<file path="src/rtl/stream_packer.sv">
// Narrow-to-wide stream packer: gathers RATIO beats of DATA_WIDTH into one word with keep/last.
// Define STREAM_PACKER_CNT_EN to add the 16-bit word_cnt transfer counter output.

module stream_packer_lane #(
  parameter int DATA_WIDTH = 7
) (
  input  logic                  clk,
  input  logic                  rst,
  input  logic                  sel,
  input  logic [DATA_WIDTH-1:0] beat,
  input  logic                  asm_wr,
  input  logic                  asm_clr,
  input  logic                  out_ld,
  output logic [DATA_WIDTH-1:0] asm_q,
  output logic                  asm_keep,
  output logic [DATA_WIDTH-1:0] out_q,
  output logic                  out_keep
);

  // Lanes above the write pointer stay zero, so the output word needs no masking.
  always_ff @(posedge clk or posedge rst) begin
    if (rst) begin
      asm_q    <= '0;
      asm_keep <= 1'b0;
      out_q    <= '0;
      out_keep <= 1'b0;
    end else begin
      if (out_ld) begin
        out_q    <= sel ? beat : asm_q;
        out_keep <= sel | asm_keep;
      end
      if (asm_clr) begin
        asm_q    <= '0;
        asm_keep <= 1'b0;
      end else if (asm_wr) begin
        asm_q    <= beat;
        asm_keep <= 1'b1;
      end
    end
  end

endmodule

module stream_packer #(
  parameter int DATA_WIDTH = 7,
  parameter int RATIO      = 4
) (
  input  logic                        clk,
  input  logic                        rst,
  input  logic [DATA_WIDTH-1:0]       up_bus,
  input  logic                        up_val,
  input  logic                        up_last,
  output logic                        up_rdy,
  output logic [DATA_WIDTH*RATIO-1:0] dn_bus,
  output logic [RATIO-1:0]            dn_keep,
  output logic                        dn_last,
  output logic                        dn_val,
  input  logic                        dn_rdy
`ifdef STREAM_PACKER_CNT_EN
  ,
  output logic [15:0]                 word_cnt
`endif
);

  localparam int IW = $clog2(RATIO);

  logic [IW-1:0]                        idx;
  logic                                 acc_full;
  logic                                 asm_last;
  logic [RATIO-1:0][DATA_WIDTH-1:0]     asm_bus;
  logic [RATIO-1:0][DATA_WIDTH-1:0]     out_bus;
  logic [RATIO-1:0]                     asm_keep;
  logic [RATIO-1:0]                     out_keep;
  logic [RATIO-1:0]                     sel;
  logic                                 accept;
  logic                                 complete;
  logic                                 out_free;
  logic                                 out_ld;
  logic                                 park;

  assign up_rdy   = ~acc_full & ~rst;
  assign accept   = up_val & up_rdy;
  assign complete = accept & ((idx == IW'(RATIO - 1)) | up_last);
  assign out_free = ~dn_val | dn_rdy;
  // A parked word and a fresh completing beat never coincide: up_rdy is low while parked.
  assign out_ld   = (acc_full | complete) & out_free;
  assign park     = complete & ~out_free;

  genvar k;
  generate
    for (k = 0; k < RATIO; k++) begin : g_lane
      assign sel[k] = accept & (idx == IW'(k));

      stream_packer_lane #(.DATA_WIDTH(DATA_WIDTH)) u_lane (
        .clk      (clk),
        .rst      (rst),
        .sel      (sel[k]),
        .beat     (up_bus),
        .asm_wr   (sel[k] & ~out_ld),
        .asm_clr  (out_ld),
        .out_ld   (out_ld),
        .asm_q    (asm_bus[k]),
        .asm_keep (asm_keep[k]),
        .out_q    (out_bus[k]),
        .out_keep (out_keep[k])
      );
    end
  endgenerate

  assign dn_bus  = out_bus;
  assign dn_keep = out_keep;

  always_ff @(posedge clk or posedge rst) begin
    if (rst) begin
      idx      <= '0;
      acc_full <= 1'b0;
      asm_last <= 1'b0;
      dn_val   <= 1'b0;
      dn_last  <= 1'b0;
    end else if (out_ld) begin
      dn_val   <= 1'b1;
      dn_last  <= acc_full ? asm_last : up_last;
      idx      <= '0;
      acc_full <= 1'b0;
      asm_last <= 1'b0;
    end else begin
      if (dn_rdy) dn_val <= 1'b0;
      if (park) begin
        acc_full <= 1'b1;
        asm_last <= up_last;
      end else if (accept) begin
        idx <= idx + IW'(1);
      end
    end
  end

`ifdef STREAM_PACKER_CNT_EN
  always_ff @(posedge clk or posedge rst) begin
    if (rst)                  word_cnt <= '0;
    else if (dn_val & dn_rdy) word_cnt <= word_cnt + 16'd1;
  end
`endif

endmodule

</file>
<file path="config.mk">
export PLATFORM = sky130hd
export DESIGN_NAME = stream_packer
export DESIGN_NICKNAME = d
export VERILOG_FILES = /design/src/rtl/stream_packer.sv
export SDC_FILE = /design/constraint.sdc
export NUM_CORES = 1
export LEC_CHECK = 0
export ABC_AREA = 1
export ABC_CLOCK_PERIOD_IN_PS = 2500
export BUFFER_PORTS_ARGS = -buffer_cell sky130_fd_sc_hd__buf_2
export CORE_MARGIN = 2
export CORE_UTILIZATION = 57
export CTS_CLUSTER_SIZE = 8
export DETAILED_ROUTE_END_ITERATION = 6
export PLACE_DENSITY = 0.79
export REMOVE_ABC_BUFFERS = 1
export SLEW_MARGIN = 5
export SYNTH_ARGS = -nofsm -noshare
export SYNTH_HDL_FRONTEND = slang
export SYNTH_HIERARCHICAL = 1
export SYNTH_SLANG_ARGS = --single-unit
</file>
<file path="constraint.sdc">
create_clock -name clk -period 2.5 [get_ports clk]
set_input_delay 0.125 -clock clk [delete_from_list [all_inputs] [get_ports clk]]
set_output_delay 0.125 -clock clk [all_outputs]
set_load 0.02 [all_outputs]
</file>
== Yosys cells after proc, flatten, opt, wreduce, memory -nomap -nowiden ==
Cells that the tools add are included.
Operators by class
  add/subtract/negate cells: 1
  eq/ne operators: 4
  muxes and demuxes: 30
  bitwise gates (word level): 25
  reduce and logical (&&, ||, !) cells: 9
Operator list (count)
  $mux W7: 12
  $mux W1: 15
  $reduce_bool A2 Y1: 7
  $and A1 B1 Y1: 13
  $or A1 B1 Y1: 7
  $mux W2: 3
  $not A1 Y1: 5
  $eq A2 B2 Y1 const B: 2
  $add A2 B1 Y2 const B: 1
  $eq A2 B1 Y1 const B: 1
  $logic_not A2 Y1: 1
  $ne A2 B2 Y1 const B: 1
  $reduce_and A2 Y1: 1
Word-level totals
  flip-flop bits (word level): 70
  bits of input ports: 12

== Logic depth before layout (Yosys ltp) ==
  depth after elaboration: 10
  gate-level depth with buffers: 11
  gate-level depth less buffers: 11

== Hierarchy ==
Netlist, hierarchy kept.
Modules (own cells, without submodules)
  stream_packer_lane: instances 4, cells each 92, area an instance 743.2 sq um, seq. area each 400.4 sq um
  stream_packer: instances 1, cells each 57, area an instance 446.7 sq um, seq. area each 150.1 sq um

== Worst setup path before layout ==
Ideal clock, no wire load.
  path kind: register to register
  start: reg idx[0]
  end: reg g_lane[0].u_lane.asm_q[0]
  data arrival time: 1.784 ns
  path slack: 0.640 ns
  stages on the path, launching flop included: 11
  buffers on the path: 0
  path through: dfrtp_1 > ha_1 > inv_1 > nand2_1 > nand3_2 > nand2_2 > nand2_4 > inv_2 > nor3_1 > nand2_2 > o21ai_2
Between the ends
  cells in the longest elaborated chain, start to end: 8
  elaborated cells on any way between the ends: 11
  classes of those cells: 1 x eq/ne; 1 x mux; 7 x bitwise; 2 x reduce/logical
RTL lines
  start, declared: RTL line 67  | logic [IW-1:0] idx;
  start signal, assigned: RTL line 132  | idx <= idx + IW'(1);
  $eq A2 B2 Y1 (*): RTL line 83  | assign complete = accept & ((idx == IW'(RATIO - 1)) | up_last);
  $or A1 B1 Y1 (*): RTL line 83
  $and A1 B1 Y1 (*): RTL line 83
  $or A1 B1 Y1 (*): RTL line 86  | assign out_ld = (acc_full | complete) & out_free;
  $and A1 B1 Y1 (*): RTL line 86
  via out_ld: RTL line 78  | logic out_ld;
  $not A1 Y1: RTL line 99  | .asm_wr (sel[k] & ~out_ld),
  $and A1 B1 Y1: RTL line 99
  $reduce_bool A2 Y1 (no line)
  end signal, assigned: RTL line 36  | asm_q <= beat;
  end, declared: RTL line 14  | output logic [DATA_WIDTH-1:0] asm_q,
The timed path passes the listed nets; every way through them passes the cells marked *.
A chain may end at the register's enable or synchronous reset.

== Worst setup path in the final report ==
  start: reg idx[0]
  end: reg g_lane[0].u_lane.asm_q[1]
Same word-level chain as after synthesis.

==> impl_metrics.toml <==
[routing]
wl_per_cell_um = 12.7
first_iter_violations = 198
drc = 0
vias_per_cell = 4.87
ant_nets = 0
wl_mm = 7.07
first_pass_iters = 4
vias = 2712

[sta]
setup-violations-final = 0
timing.hold.ws_ns = 0.0632
rsz0062_at_grt = "no"
slew_headroom_pct = 50.8
slew_viol_final = 0
max_clock_freq_ghz = 0.484
fin_skew_ns = 0.00237
setup_ws_ns = 0.433
tns_ns = 0
worst_pin_slew_ns = 0.736
period_minus_slack_ns = 2.07
finalHoldViolations = 0
timing.final.crit_share_pct = 82.7

[clock_network]
insertion_delay_ns = 0.35
clk_pin_slew_worst_paths_ns = 0.07
clockBufferDepth = 2
clkSinkCount = 70
htreeDepth = 3
cts-resized-gates = 0
root_buffer = "clkbuf_8"
cts-buffers-inserted = 9
post_cts_buffers = 0
cts_tree = "done"

[die]
die_width_um = 81.5
core_area_sq_um = 5850
initial_utilization_pct = 58.4
fp.dieArea_sq_um = 6630
io_pins = 47
rows = 28
die_h_um = 81.5

[finish]
fin_nets = 493
drive_gt1_share_pct = 25.5
finalNonFillerCells = 557
design_area_sq_um = 3920
area_delta_synth_final_pct = 14.6
utilization_pct = 67.0
diodes = 0

[global_routing]
gr-total-overflow = 0
grt_first_pass_wirelength_mm = 11.7
use_met1_pct = 31.8
top_usage_layer = "met2"
met2_usage_pct = 36.7
grt_max_degree = 27
grt_use_total_pct = 23.6
antenna_found_initial = 0
grt_pass1_vias = 2540
grt_use_met3_pct = 5.16

[worst_setup_path]
crit_required_ns = 2.77
cp.arrival_ns = 2.34
r2r_cells = 10
r2r_slack_ns = 0.43
r2r-start = "idx[0]"
crit_path_max_fanout = 12
worstSetupEndpointType = "register"
startpoint_type = "register"
timing.rr.end = "g_lane[0].u_lane/asm_q[1]"
crit_type = "reg -> reg"

[logic_synthesis]
netlist_top_cells_count = "157 x nand2_1, 72 x inv_1, 70 x dfrtp_1, 29 x nand3_1, 28 x o21ai_2"
synth-seq-cells = 70
synth-edff-count = 0
yosysTopAreaCellShare_pct = 51.2
netlist_instances = 425
syn_avg_cell_area_sq_um = 8.05
synth_area_leaders = "dfrtp_1 51%, nand2_1 17%, inv_1 7.9%"
yosysWarningCount = 6
syn_area_sq_um = 3420
synth_most_common_cell = "nand2_1"
synth_cell_types = 22
async_flop_share_pct = 100
synth_top_cell_by_area = "dfrtp_1"
ys_seq_area_share_pct = 51.2
ys.flop_type = "dfrtp_1"

[placed_design]
dp_slack_ns = 0.471
port_buffers = 46
hpwl_mm = 4.92
dp_cells = 540
dpl_cell_area_sq_um = 3710
gp_congestion = 0.801

[pwr]
switching_share_pct = 36.7
p_per_area_nw_per_um2 = 975
internal_power_mw = 2.42
irDropWorstVdd_uv = 634
power.total_mw = 3.82
p_sw_mw = 1.40
power_frac_clock_pct = 24.2
pwr-share-seq_pct = 43.6
p_comb_share_pct = 32.2
power_leakage_nw = 2.28

[hold_path]
hold_end = "asm_last"
worstHoldStart = "up_last"
min_path_type = "in -> reg"
holdPathStages = 3

[flow_run]
maxCapViolCount = 0

[status]
status = "complete, no violations"
## logic make-up (layout without fill, tap and decap cells)
group | after synthesis | in the layout | share of synthesized area [%]
AOI/OAI and AO/OA | 34 | 34 | 8.05
adders and majority gates | 4 | 4 | 1.46
buffers and inverters | 94 | 151 | 11.2
DFF | 70 | 70 | 51.2
and+or+nand+nor | 223 | 223 | 28.0
## registers in the layout, summed over array words and instances, names as in the netlist
name	cells
acc_full	1
asm_last	1
dn_last	1
dn_val	1
g_lane.u_lane/asm_keep	4
g_lane.u_lane/asm_q	28
g_lane.u_lane/out_keep	4
g_lane.u_lane/out_q	28
idx	2
## power groups by stage
stage	clock network, mW	registers (mW)	logic (mW)
finish	0.926	1.67	1.23
floorplan	0	1.93	0.616
CTS	0.943	1.67	1.24
global route	0.993	1.71	1.39
global placement	0	1.68	1.20
detailed placement	0	1.69	1.23
## worst max path at each step
stage	start	slack (ns)	endpoint	cells after the start
final	idx[0]	0.43	g_lane[0].u_lane/asm_q[1]	10
after global routing	idx[0]	0.19	g_lane[3].u_lane/asm_q[4]	10
after CTS	idx[0]	0.46	g_lane[0].u_lane/asm_q[1]	10
after detailed placement	idx[0]	0.47	g_lane[0].u_lane/asm_q[1]	10
after global placement	idx[0]	0.57	g_lane[3].u_lane/asm_q[5]	10
after floorplan	idx[0]	0.44	g_lane[0].u_lane/asm_q[0]	11
## worst max-delay path, stage by stage (launching register included)
cell	delay, ns
dfrtp_1	0.41
ha_1	0.21
inv_1	0.10
nand2_1	0.12
nand3_2	0.09
nand2_2	0.07
nand2_4	0.09
inv_2	0.11
nor3_1	0.36
nand2_2	0.25
o21ai_2	0.18
## layout by cell type (no fill, tap or decap)
master,n
buf_2,46
buf_4,2
bufinv_16,1
clkbuf_1,1
clkbuf_8,11
clkinv_2,4
dfrtp_1,70
dlygate4sd3_1,1
ha_1,4
inv_1,72
inv_2,9
inv_4,4
nand2_1,157
nand2_2,8
nand2_4,2
nand3_1,29
nand3_2,1
nand3_4,1
nand4_1,2
nor2_1,13
nor2_2,5
nor2_4,1
nor3_1,4
o21ai_0,1
o21ai_1,5
o21ai_2,28
## final cells by class
class	count	area, sq um
Multi-Input combinational cell	261	1280
Timing Repair Buffer	49	255
Fill cell	502	1930
Tap cell	75	93.8
Clock buffer	12	155
Sequential cell	70	1750
Clock inverter	4	45.0
Inverter	86	334
## repair_timing
action,in CTS,in global routing
endpoints found under the setup margin,0,0
hold endpoints to repair,70,0
hold buffers,1,0
## metal layers
metal,wire (um),part of all wire (%)
met5,0,0
met4,123,1.7
met3,326,4.6
met2,3380,48
met1,3230,46
Power figures use the tool's default switching activity.
